<file path="config.mk">
export PLATFORM = sky130hd
export DESIGN_NAME = mem_access_master
export DESIGN_NICKNAME = d
export VERILOG_FILES = /design/src/rtl/mem_access_pkg.sv /design/src/rtl/mem_region_check.sv /design/src/rtl/mem_access_master.sv
export SDC_FILE = /design/constraint.sdc
export NUM_CORES = 1
export LEC_CHECK = 0
export CAP_MARGIN = 20
export CORE_AREA = 2 2 131 133
export DETAILED_ROUTE_END_ITERATION = 16
export DIE_AREA = 0 0 133 135
export GPL_TIMING_DRIVEN = 0
export PLACE_DENSITY_LB_ADDON = 0.1
export SLEW_MARGIN = 20
export SYNTH_ARGS = -nofsm -noshare
export SYNTH_HDL_FRONTEND = slang
export SYNTH_SLANG_ARGS = --single-unit
</file>
<file path="constraint.sdc">
create_clock -name clk_i -period 2.41 [get_ports clk_i]
set_clock_uncertainty 0.15 [all_clocks]
set_input_delay 0.6025 -clock clk_i [delete_from_list [all_inputs] [get_ports clk_i]]
set_output_delay 0.6025 -clock clk_i [all_outputs]
set_load 0.01 [all_outputs]
</file>
<file path="src/rtl/mem_access_pkg.sv">
// Shared types and helpers for the multicycle datapath memory initiator.
// Contents: transaction FSM state enum, read-target constants and the
// region upper-bound helper used by the address classifier.
package mem_access_pkg;

  typedef enum logic [2:0] {
    IDLE   = 3'd0,
    CHECK  = 3'd1,
    ACCESS = 3'd2,
    WAIT   = 3'd3,
    RESP   = 3'd4
  } state_t;

  // Read targets carried on req_kind_i
  localparam logic KIND_IR  = 1'b0;
  localparam logic KIND_MDR = 1'b1;

  localparam int unsigned WORD_BYTES = 4;

  // Exclusive byte upper bound of a region; computed wide so it never wraps
  function automatic logic [63:0] region_limit(input logic [63:0] base,
                                               input int unsigned depth);
    return base + 64'(depth) * 64'(WORD_BYTES);
  endfunction

endpackage

</file>
<file path="src/rtl/mem_region_check.sv">
// Combinational address classifier for the unified ROM/RAM memory map.
// Ports:
//   addr    - byte address to classify
//   in_rom  - address lies in [ROM_BASE, ROM_BASE + 4*MEMORY_DEPTH)
//   in_ram  - address lies in [RAM_BASE, RAM_BASE + 4*MEMORY_DEPTH)
//   fault   - misaligned word address or address outside both regions
// Write policy (e.g. stores into ROM) is left to the caller.
module mem_region_check
  import mem_access_pkg::*;
#(
  parameter int unsigned            DATA_WIDTH   = 32,
  parameter int unsigned            MEMORY_DEPTH = 64,
  parameter logic [DATA_WIDTH-1:0]  ROM_BASE     = DATA_WIDTH'(32'h0040_0000),
  parameter logic [DATA_WIDTH-1:0]  RAM_BASE     = DATA_WIDTH'(32'h1001_0000)
) (
  input  logic [DATA_WIDTH-1:0] addr,
  output logic                  in_rom,
  output logic                  in_ram,
  output logic                  fault
);

  localparam int unsigned EXT_W = DATA_WIDTH + 1;

  localparam logic [EXT_W-1:0] ROM_LO = EXT_W'(ROM_BASE);
  localparam logic [EXT_W-1:0] ROM_HI = EXT_W'(region_limit(64'(ROM_BASE), MEMORY_DEPTH));
  localparam logic [EXT_W-1:0] RAM_LO = EXT_W'(RAM_BASE);
  localparam logic [EXT_W-1:0] RAM_HI = EXT_W'(region_limit(64'(RAM_BASE), MEMORY_DEPTH));

  logic [EXT_W-1:0] addr_ext;

  // Unsigned range compare with one guard bit
  always_comb begin
    addr_ext = EXT_W'(addr);
    in_rom   = (addr_ext >= ROM_LO) && (addr_ext < ROM_HI);
    in_ram   = (addr_ext >= RAM_LO) && (addr_ext < RAM_HI);
    fault    = (addr[1:0] != 2'b00) || !(in_rom || in_ram);
  end

endmodule

</file>
<file path="src/rtl/mem_access_master.sv">
// Initiator side of the multicycle MIPS data-memory interface.
// Takes one fetch/load/store at a time from the control unit, classifies the
// address, drives the memory system, captures read data into IR or MDR and
// returns a one-cycle response with a fault flag.
// Ports:
//   clk_i, rst_n_i                  clock, async active-low reset
//   req_valid_i/req_ready_o         request handshake (ready only in IDLE)
//   req_we_i, req_kind_i            store select, read target (0 IR, 1 MDR)
//   req_addr_i, req_wdata_i         byte address, store data
//   Address_o, Write_Data_o,
//   write_enable_o, Read_Data_i     memory system interface
//   IR_o, MDR_o                     instruction / memory data registers
//   resp_valid_o, fault_o           completion pulse and fault flag
// Optional build macro MEM_ACCESS_COUNT_EN adds saturating 16-bit
// rd_count_o, wr_count_o and fault_count_o outcome counters.
module mem_access_master
  import mem_access_pkg::*;
#(
  parameter int unsigned           DATA_WIDTH   = 32,
  parameter int unsigned           MEMORY_DEPTH = 64,
  parameter logic [DATA_WIDTH-1:0] ROM_BASE     = DATA_WIDTH'(32'h0040_0000),
  parameter logic [DATA_WIDTH-1:0] RAM_BASE     = DATA_WIDTH'(32'h1001_0000),
  parameter int unsigned           READ_LATENCY = 1
) (
  input  logic                  clk_i,
  input  logic                  rst_n_i,
  input  logic                  req_valid_i,
  output logic                  req_ready_o,
  input  logic                  req_we_i,
  input  logic                  req_kind_i,
  input  logic [DATA_WIDTH-1:0] req_addr_i,
  input  logic [DATA_WIDTH-1:0] req_wdata_i,
  output logic [DATA_WIDTH-1:0] Address_o,
  output logic [DATA_WIDTH-1:0] Write_Data_o,
  output logic                  write_enable_o,
  input  logic [DATA_WIDTH-1:0] Read_Data_i,
  output logic [DATA_WIDTH-1:0] IR_o,
  output logic [DATA_WIDTH-1:0] MDR_o,
  output logic                  resp_valid_o,
  output logic                  fault_o
`ifdef MEM_ACCESS_COUNT_EN
  ,
  output logic [15:0]           rd_count_o,
  output logic [15:0]           wr_count_o,
  output logic [15:0]           fault_count_o
`endif
);

  localparam int unsigned       CNT_W          = 2;
  localparam logic [CNT_W-1:0]  WAIT_LOAD      = CNT_W'((READ_LATENCY > 0) ? READ_LATENCY - 1 : 0);
  localparam logic              READ_IMMEDIATE = (READ_LATENCY == 0);

  state_t                state_q, state_d;
  logic [CNT_W-1:0]      cnt_q, cnt_d;
  logic [DATA_WIDTH-1:0] addr_q, wdata_q;
  logic                  we_q, kind_q;
  logic                  accept_c, capture_c, chk_fault_c;
  logic                  rc_in_rom, rc_in_ram, rc_fault;

  assign accept_c = (state_q == IDLE) && req_valid_i;

  mem_region_check #(
    .DATA_WIDTH  (DATA_WIDTH),
    .MEMORY_DEPTH(MEMORY_DEPTH),
    .ROM_BASE    (ROM_BASE),
    .RAM_BASE    (RAM_BASE)
  ) u_region_check (
    .addr  (addr_q),
    .in_rom(rc_in_rom),
    .in_ram(rc_in_ram),
    .fault (rc_fault)
  );

  // Stores must land in RAM and never in ROM (covers overlapping maps too)
  assign chk_fault_c = rc_fault || (we_q && (rc_in_rom || !rc_in_ram));

  // Next-state, wait counter and capture strobe
  always_comb begin
    state_d   = state_q;
    cnt_d     = cnt_q;
    capture_c = 1'b0;
    case (state_q)
      IDLE:   if (req_valid_i) state_d = CHECK;
      CHECK:  state_d = chk_fault_c ? RESP : ACCESS;
      ACCESS: begin
        if (we_q) begin
          state_d = RESP;
        end else if (READ_IMMEDIATE) begin
          capture_c = 1'b1;
          state_d   = RESP;
        end else begin
          cnt_d   = WAIT_LOAD;
          state_d = WAIT;
        end
      end
      WAIT: begin
        if (cnt_q == '0) begin
          capture_c = 1'b1;
          state_d   = RESP;
        end else begin
          cnt_d = cnt_q - CNT_W'(1);
        end
      end
      RESP:    state_d = IDLE;
      default: state_d = IDLE;
    endcase
  end

  // State, request latch and registered memory/response outputs
  always_ff @(posedge clk_i or negedge rst_n_i) begin
    if (!rst_n_i) begin
      state_q        <= IDLE;
      cnt_q          <= '0;
      addr_q         <= '0;
      wdata_q        <= '0;
      we_q           <= 1'b0;
      kind_q         <= KIND_IR;
      req_ready_o    <= 1'b1;
      Address_o      <= '0;
      Write_Data_o   <= '0;
      write_enable_o <= 1'b0;
      IR_o           <= '0;
      MDR_o          <= '0;
      resp_valid_o   <= 1'b0;
      fault_o        <= 1'b0;
    end else begin
      state_q        <= state_d;
      cnt_q          <= cnt_d;
      req_ready_o    <= (state_d == IDLE);
      write_enable_o <= (state_d == ACCESS) && we_q;
      resp_valid_o   <= (state_d == RESP);
      // Only CHECK can reach RESP with a fault, so the flag is one RESP wide
      fault_o        <= (state_q == CHECK) && chk_fault_c;
      if (accept_c) begin
        addr_q  <= req_addr_i;
        wdata_q <= req_wdata_i;
        we_q    <= req_we_i;
        kind_q  <= req_kind_i;
      end
      if (state_d == ACCESS) begin
        Address_o    <= addr_q;
        Write_Data_o <= wdata_q;
      end
      if (capture_c) begin
        if (kind_q == KIND_IR) IR_o  <= Read_Data_i;
        else                   MDR_o <= Read_Data_i;
      end
    end
  end

`ifdef MEM_ACCESS_COUNT_EN
  // Saturating outcome counters, bumped on the cycle the response is shown
  always_ff @(posedge clk_i or negedge rst_n_i) begin
    if (!rst_n_i) begin
      rd_count_o    <= '0;
      wr_count_o    <= '0;
      fault_count_o <= '0;
    end else if (state_q == RESP) begin
      if (fault_o) begin
        if (fault_count_o != 16'hFFFF) fault_count_o <= fault_count_o + 16'd1;
      end else if (we_q) begin
        if (wr_count_o != 16'hFFFF) wr_count_o <= wr_count_o + 16'd1;
      end else begin
        if (rd_count_o != 16'hFFFF) rd_count_o <= rd_count_o + 16'd1;
      end
    end
  end
`endif

endmodule

</file>
==> flow_summary_export.csv, run 1 <==
group,metric,value,unit
floorplanning,dieWidth,133,µm
synthesis,syn_nets,560,
timing,setup_viol,0,
synthesis,synth-seq-cells,203,
timing,fin_crit,2.32,ns
placed_design,dpl-instance-area,10200,µm²
drt,routedWlPerCell,17.3,µm
drt,dr_total_vias,4645,
critical_path,start_kind,"flip-flop",
power,power,0.00812,W
critical_path,cpMaxStageDelayCell,"clkdlybuf4s50_1",
run,drv_cap,0,
placed_design,placed_cells,912,
clock_network,clk_pin_slew,0.06,ns
final_layout,fillers,1162,
synthesis,synth_edf_count,0,
timing,hold_viol,0,
critical_path,required,1.66,ns
drt,firstDrtPassIters,4,
clock_network,cts-root-buf,"clkbuf_16",
final_layout,final_common_cell,"clkdlybuf4s50_1",
final_layout,mostFrequentLayoutCells,"clkdlybuf4s50_1 (231), dfrtp_1 (201), mux2_2 (156), nor2b_1 (25), clkbuf_16 (23)",
placed_design,routabilityCongestion,0.734,
synthesis,ys.flop_type,"dfrtp_1",
power,p_leak,4.94,nW
critical_path,critPathKind,"reg2out",
final_layout,instances_no_fill,955,
final_layout,final_cell_area,11000,µm²
power,p_per_area,741,nW/µm²
clock_network,cts_tree,"yes",
power,peakVddDrop,0.000598,V
clock_network,cts_buffer_depth,3,
critical_path,cp_data_arrival_time,1.56,ns
grt,grt-ovfl-total,0,
final_layout,diodes,0,
synthesis,yosysUniqueCellTypes,29,
synthesis,async_reset_ff_frac,1.00,
grt,antenna_found_initial,0,
drt,drt_iter0_drc,138,
final_layout,area_growth,46.1,%
outcome,outcome,"finished clean",
clock_network,insertion_delay,0.50,ns
floorplanning,die_area,18000,µm²
synthesis,synth_cells,458,
floorplanning,ios,233,
drt,drc,0,
final_layout,layout-drive-gt1-share,0.306,
floorplanning,initial_utilization,0.457,
synthesis,ys_warn_count,0,
synthesis,synth_area_per_cell,16.4,µm²
placed_design,dp_hpwl,12.1,mm
final_layout,layout.nets,820,
grt,grt_pass1_vias,5128,
clock_network,cts_made_buffers,23,
timing,relSlewSlack,0.603,
timing,min_period_over_period,0.961,
timing,fmax,0.432,GHz
drt,drt.antenna.violating_nets,0,
drt,routed_via_density,4.86,
critical_path,crit_buf_inv,1,
critical_path,end_kind,"output pin",
floorplanning,num_rows,47,
timing,slew_viol_final,0,
floorplanning,die_h,135,µm
grt,grtUsageTotal,0.187,
clock_network,postCtsSetupRepairBufs,0,
critical_path,crit_chain,"clkdlybuf4s50_1",
synthesis,synth_area,7510,µm²
clock_network,cts.sinks,203,
drt,wl,16.5,mm
placed_design,io_buffers,232,
timing,whs,0.334,ns
clock_network,h-tree-depth,1,
synthesis,seq_area_frac_synth,0.677,
min_path,hold_class,"reg2reg",
timing,rsz0062_at_grt,"no",
critical_path,path_delay_family,"buffers and inverters",
grt,grt_max_degree,90,
critical_path,max_stage_delay,0.55,ns
critical_path,cp_max_fo,1,
grt,grt_pass1_wl,26.9,mm
floorplanning,core_area,16400,µm²
timing,worst_slew_pin_slew,0.595,ns
final_layout,fin_util,0.668,
[synthesized netlist by cell type, types with 2 or more instances]
master	instances	area share
o22ai_1	2	0.0017
nor2b_1	25	0.021
nand4_1	2	0.0017
nor4b_1	2	0.0023
nor2_1	2	0.0010
mux2_1	15	0.023
nand2_1	3	0.0015
clkbuf_1	4	0.0020
mux2_2	156	0.23
dfrtp_1	202	0.67
inv_1	3	0.0015
buf_6	2	0.0030
buf_2	13	0.0087
nor3_1	4	0.0027
nor4_1	6	0.0050
o21ai_0	2	0.0013
a21o_1	2	0.0020
a21oi_1	2	0.0013
[power breakdown]
group	internal (W)	leakage, nW	total, W	switching (W)
combinational	0.000512	1.97	0.000801	0.000289
clock	0.00202	0.363	0.00340	0.00137
sequential	0.00374	2.60	0.00392	0.000185
[cell type report]
cell class | count | area (µm²) | area share
Sequential cell | 203 | 5080 | 0.463
Clock inverter | 14 | 121 | 0.0111
Buffer | 20 | 114 | 0.0104
Timing Repair Buffer | 235 | 2390 | 0.218
Clock buffer | 28 | 644 | 0.0587
Tap cell | 220 | 275 | 0.0251
Inverter | 4 | 15.0 | 0.00137
Multi-Input combinational cell | 231 | 2320 | 0.212
[stage by stage]
stage          TNS [ns]  worst slack, ns
2_1_floorplan         0            0.336
3_3_place_gp   -1504.15            -7.28
3_5_place_dp     -32.16           -0.651
4_1_cts               0          0.00326
5_1_grt               0           0.0203
6_report              0           0.0930
[routing by layer]
metal,GRT usage,up-vias,part of all wire
li1,-,2147,-
met3,0.0672,26,0.088
met5,0,-,0
met4,0.0556,0,0.022
met1,0.230,2306,0.40
met2,0.312,166,0.49
[path summary, 6_finish.rpt]
check                                   end  cells past startpoint  slack, ns             start
min in group asynchronous     Address_o[10]                      2       0.41           rst_n_i
setup / recovery                req_ready_o                      1       0.09       req_ready_o
setup reg to reg           Write_Data_o[29]                      6       0.11        addr_q[14]
hold / removal             Write_Data_o[26]                      1       0.33  Write_Data_o[26]
max in group asynchronous          IR_o[15]                      3       0.98           rst_n_i
hold reg to reg            Write_Data_o[26]                      1       0.33  Write_Data_o[26]
[state kept, by name, summed over array words and instances, names as in the netlist]
| signal | count |
|---|---|
| MDR_o | 32 |
| IR_o | 32 |
| fault_o | 1 |
| write_enable_o | 1 |
| we_q | 1 |
| req_ready_o | 1 |
| kind_q | 1 |
| state_q | 3 |
| cnt_q | 2 |
| resp_valid_o | 1 |
| Write_Data_o | 32 |
| wdata_q | 32 |
| Address_o | 32 |
| addr_q | 32 |
[kinds of logic (layout without fill, tap and decap cells)]
family          count (synthesis)  in the layout  synth area share
compound gates                  9              9           0.00733
fa+ha+maj                       1              1           0.00167
buf+inv                        24            301            0.0167
flops                         203            203             0.677
mux                           171            171             0.257
simple gates                   50             50            0.0408
[what timing repair did]
item                       4_1_cts  5_1_grt
gates cloned                     0        0
setup endpoints to repair       29       49
pin swaps                        0        1
resized for setup                1        5
hold endpoints to repair        34        0
hold buffers                     1        0
Power figures use the tool's default switching activity.
==> run 2, diff against run 1 <==
Settings changed: CAP_MARGIN 20 to not set, CORE_AREA 2 2 131 133 to 2 2 126 128, DIE_AREA 0 0 133 135 to 0 0 128 130.
Clock period 2.41 ns to 2.8 ns, I/O delays scaled along.
==> flow_summary_export.csv, run 2 (synthesis results as in run 1) <==
group,metric,value,unit
grt,grt_pass1_vias,5000,
clock_network,clk_pin_slew,0.06,ns
clock_network,cts-root-buf,"clkbuf_16",
drt,firstDrtPassIters,4,
power,peakVddDrop,0.000473,V
power,seq_power_share,0.497,
clock_network,h-tree-depth,1,
timing,fmax,0.414,GHz
final_layout,fin_util,0.699,
final_layout,final_common_cell,"clkdlybuf4s50_1",
timing,relSlewSlack,0.509,
timing,min_period_over_period,0.862,
critical_path,cp_common_cell,"buf_2",
floorplanning,die_area,16600,µm²
timing,worst_slew_pin_slew,0.737,ns
final_layout,diodes,0,
drt,routed_via_density,5.05,
floorplanning,die_h,130,µm
critical_path,cp_max_fo,10,
power,p_per_area,629,nW/µm²
drt,drt.antenna.violating_nets,0,
critical_path,cpMaxStageDelayCell,"clkdlybuf4s50_1",
placed_design,routabilityCongestion,0.736,
floorplanning,ios,233,
clock_network,cts.sinks,203,
placed_design,dp_hpwl,11.9,mm
timing,fin_crit,2.41,ns
final_layout,layout.nets,816,
drt,routedWlPerCell,18.0,µm
floorplanning,initial_utilization,0.487,
critical_path,max_stage_delay,0.47,ns
grt,grt_pass1_wl,26.3,mm
critical_path,critPathKind,"in2reg",
timing,setup_viol,0,
clock_network,cts_made_buffers,21,
critical_path,crit_chain,"clkdlybuf4s50_1, nor4b_2, buf_2, buf_2, mux2_2",
power,p_sw,0.00153,W
floorplanning,num_rows,46,
outcome,outcome,"finished clean",
floorplanning,dieWidth,128,µm
timing,slew_viol_final,0,
power,power.internal,0.00526,W
clock_network,cts_buffer_depth,3,
clock_network,postCtsSetupRepairBufs,0,
clock_network,cts_tree,"yes",
drt,drc,0,
drt,drt_iter0_drc,148,
timing,finalSetupTns,0,ns
final_layout,layout-drive-gt1-share,0.291,
power,p_leak,4.87,nW
power,clockPowerShare,0.402,
min_path,hold_class,"in2async",
drt,wl,16.5,mm
drt,dr_total_vias,4648,
run,drv_cap,0,
power,sw_frac_of_total,0.225,
grt,grt-ovfl-total,0,
grt,antenna_found_initial,0,
final_layout,mostFrequentLayoutCells,"clkdlybuf4s50_1 (231), dfrtp_1 (202), mux2_2 (156), nor2b_1 (25), clkbuf_16 (21)",
placed_design,io_buffers,232,
grt,grtUsageTotal,0.200,
timing,rsz0062_at_grt,"no",
grt,grt_max_degree,106,
power,power_frac_comb,0.101,
critical_path,start_kind,"input port",
final_layout,area_growth,43.7,%
critical_path,required,3.02,ns
floorplanning,core_area,15400,µm²
critical_path,cp_data_arrival_time,2.63,ns
clock_network,insertion_delay,0.49,ns
clock_network,cts_hold_buf,0,
critical_path,end_kind,"flip-flop",
critical_path,path_delay_family,"buffers and inverters",
timing,hold_viol,0,
critical_path,crit_buf_inv,3,
## run 2: cell type report
| class | count | area (µm²) |
|---|---|---|
| inverter | 4 | 15.0 |
| clock inverter | 11 | 125 |
| clock buffer | 26 | 554 |
| timing repair buffer | 233 | 2350 |
| multi-input combinational | 231 | 2310 |
| tap | 192 | 240 |
| fill | 1063 | 4640 |
| buffer | 20 | 110 |
| sequential | 203 | 5080 |
## run 2: worst register-to-register path: stages, from the launching register on
cell     delay (ns)
dfrtp_1        0.49
inv_2          0.07
or3_1          0.44
nor3_2         0.31
buf_4          0.27
buf_6          0.18
mux2_1         0.34
## run 2: final timing paths
check                       startpoint               end  slack, ns  depth (start not counted)
max                        req_valid_i       wdata_q[19]       0.39                          5
max reg2reg                 state_q[0]  Write_Data_o[24]       0.43                          6
min                            rst_n_i     Address_o[26]       0.08                          1
min reg2reg                   cnt_q[1]          cnt_q[1]       0.32                          1
min in group clk_i            cnt_q[1]          cnt_q[1]       0.32                          1
max in group asynchronous      rst_n_i  Write_Data_o[12]       1.46                          2
## run 2: routing by layer
layer | wire length (µm) | track usage | part of all wire | vias to the layer above
met5 | 0 | 0 | 0 | -
met4 | 239 | 0.0478 | 0.014 | 0
met3 | 1380 | 0.0644 | 0.083 | 19
met2 | 8390 | 0.355 | 0.51 | 159
met1 | 6510 | 0.240 | 0.39 | 2346
li1 | - | - | - | 2124
## run 2: power groups by stage
stage	clock [W]	sequential [W]	combinational, W
after floorplan	0	0.00339	0.000347
after global placement	0	0.00340	0.000658
after detailed placement	0	0.00342	0.000696
after CTS	0.00279	0.00337	0.000702
after global routing	0.00294	0.00341	0.000752
final	0.00273	0.00337	0.000686
## run 2: metrics by stage
stage	hold WS [ns]	instances	worst slack (ns)	cell area [µm²]	total power, W
after global placement	0.315	882	-6.98	10100	0.00406
after floorplan	0.254	458	0.628	7510	0.00373
final	0.0772	920	0.387	10800	0.00678
after CTS	0.105	920	0.0840	10800	0.00687
after global routing	0.114	920	0.210	10800	0.00710
after detailed placement	0.317	883	-0.416	10100	0.00412
## run 2: timing repair
item,in CTS,in global routing
resized for setup,0,1
hold endpoints to repair,0,0
setup endpoints to repair,0,29
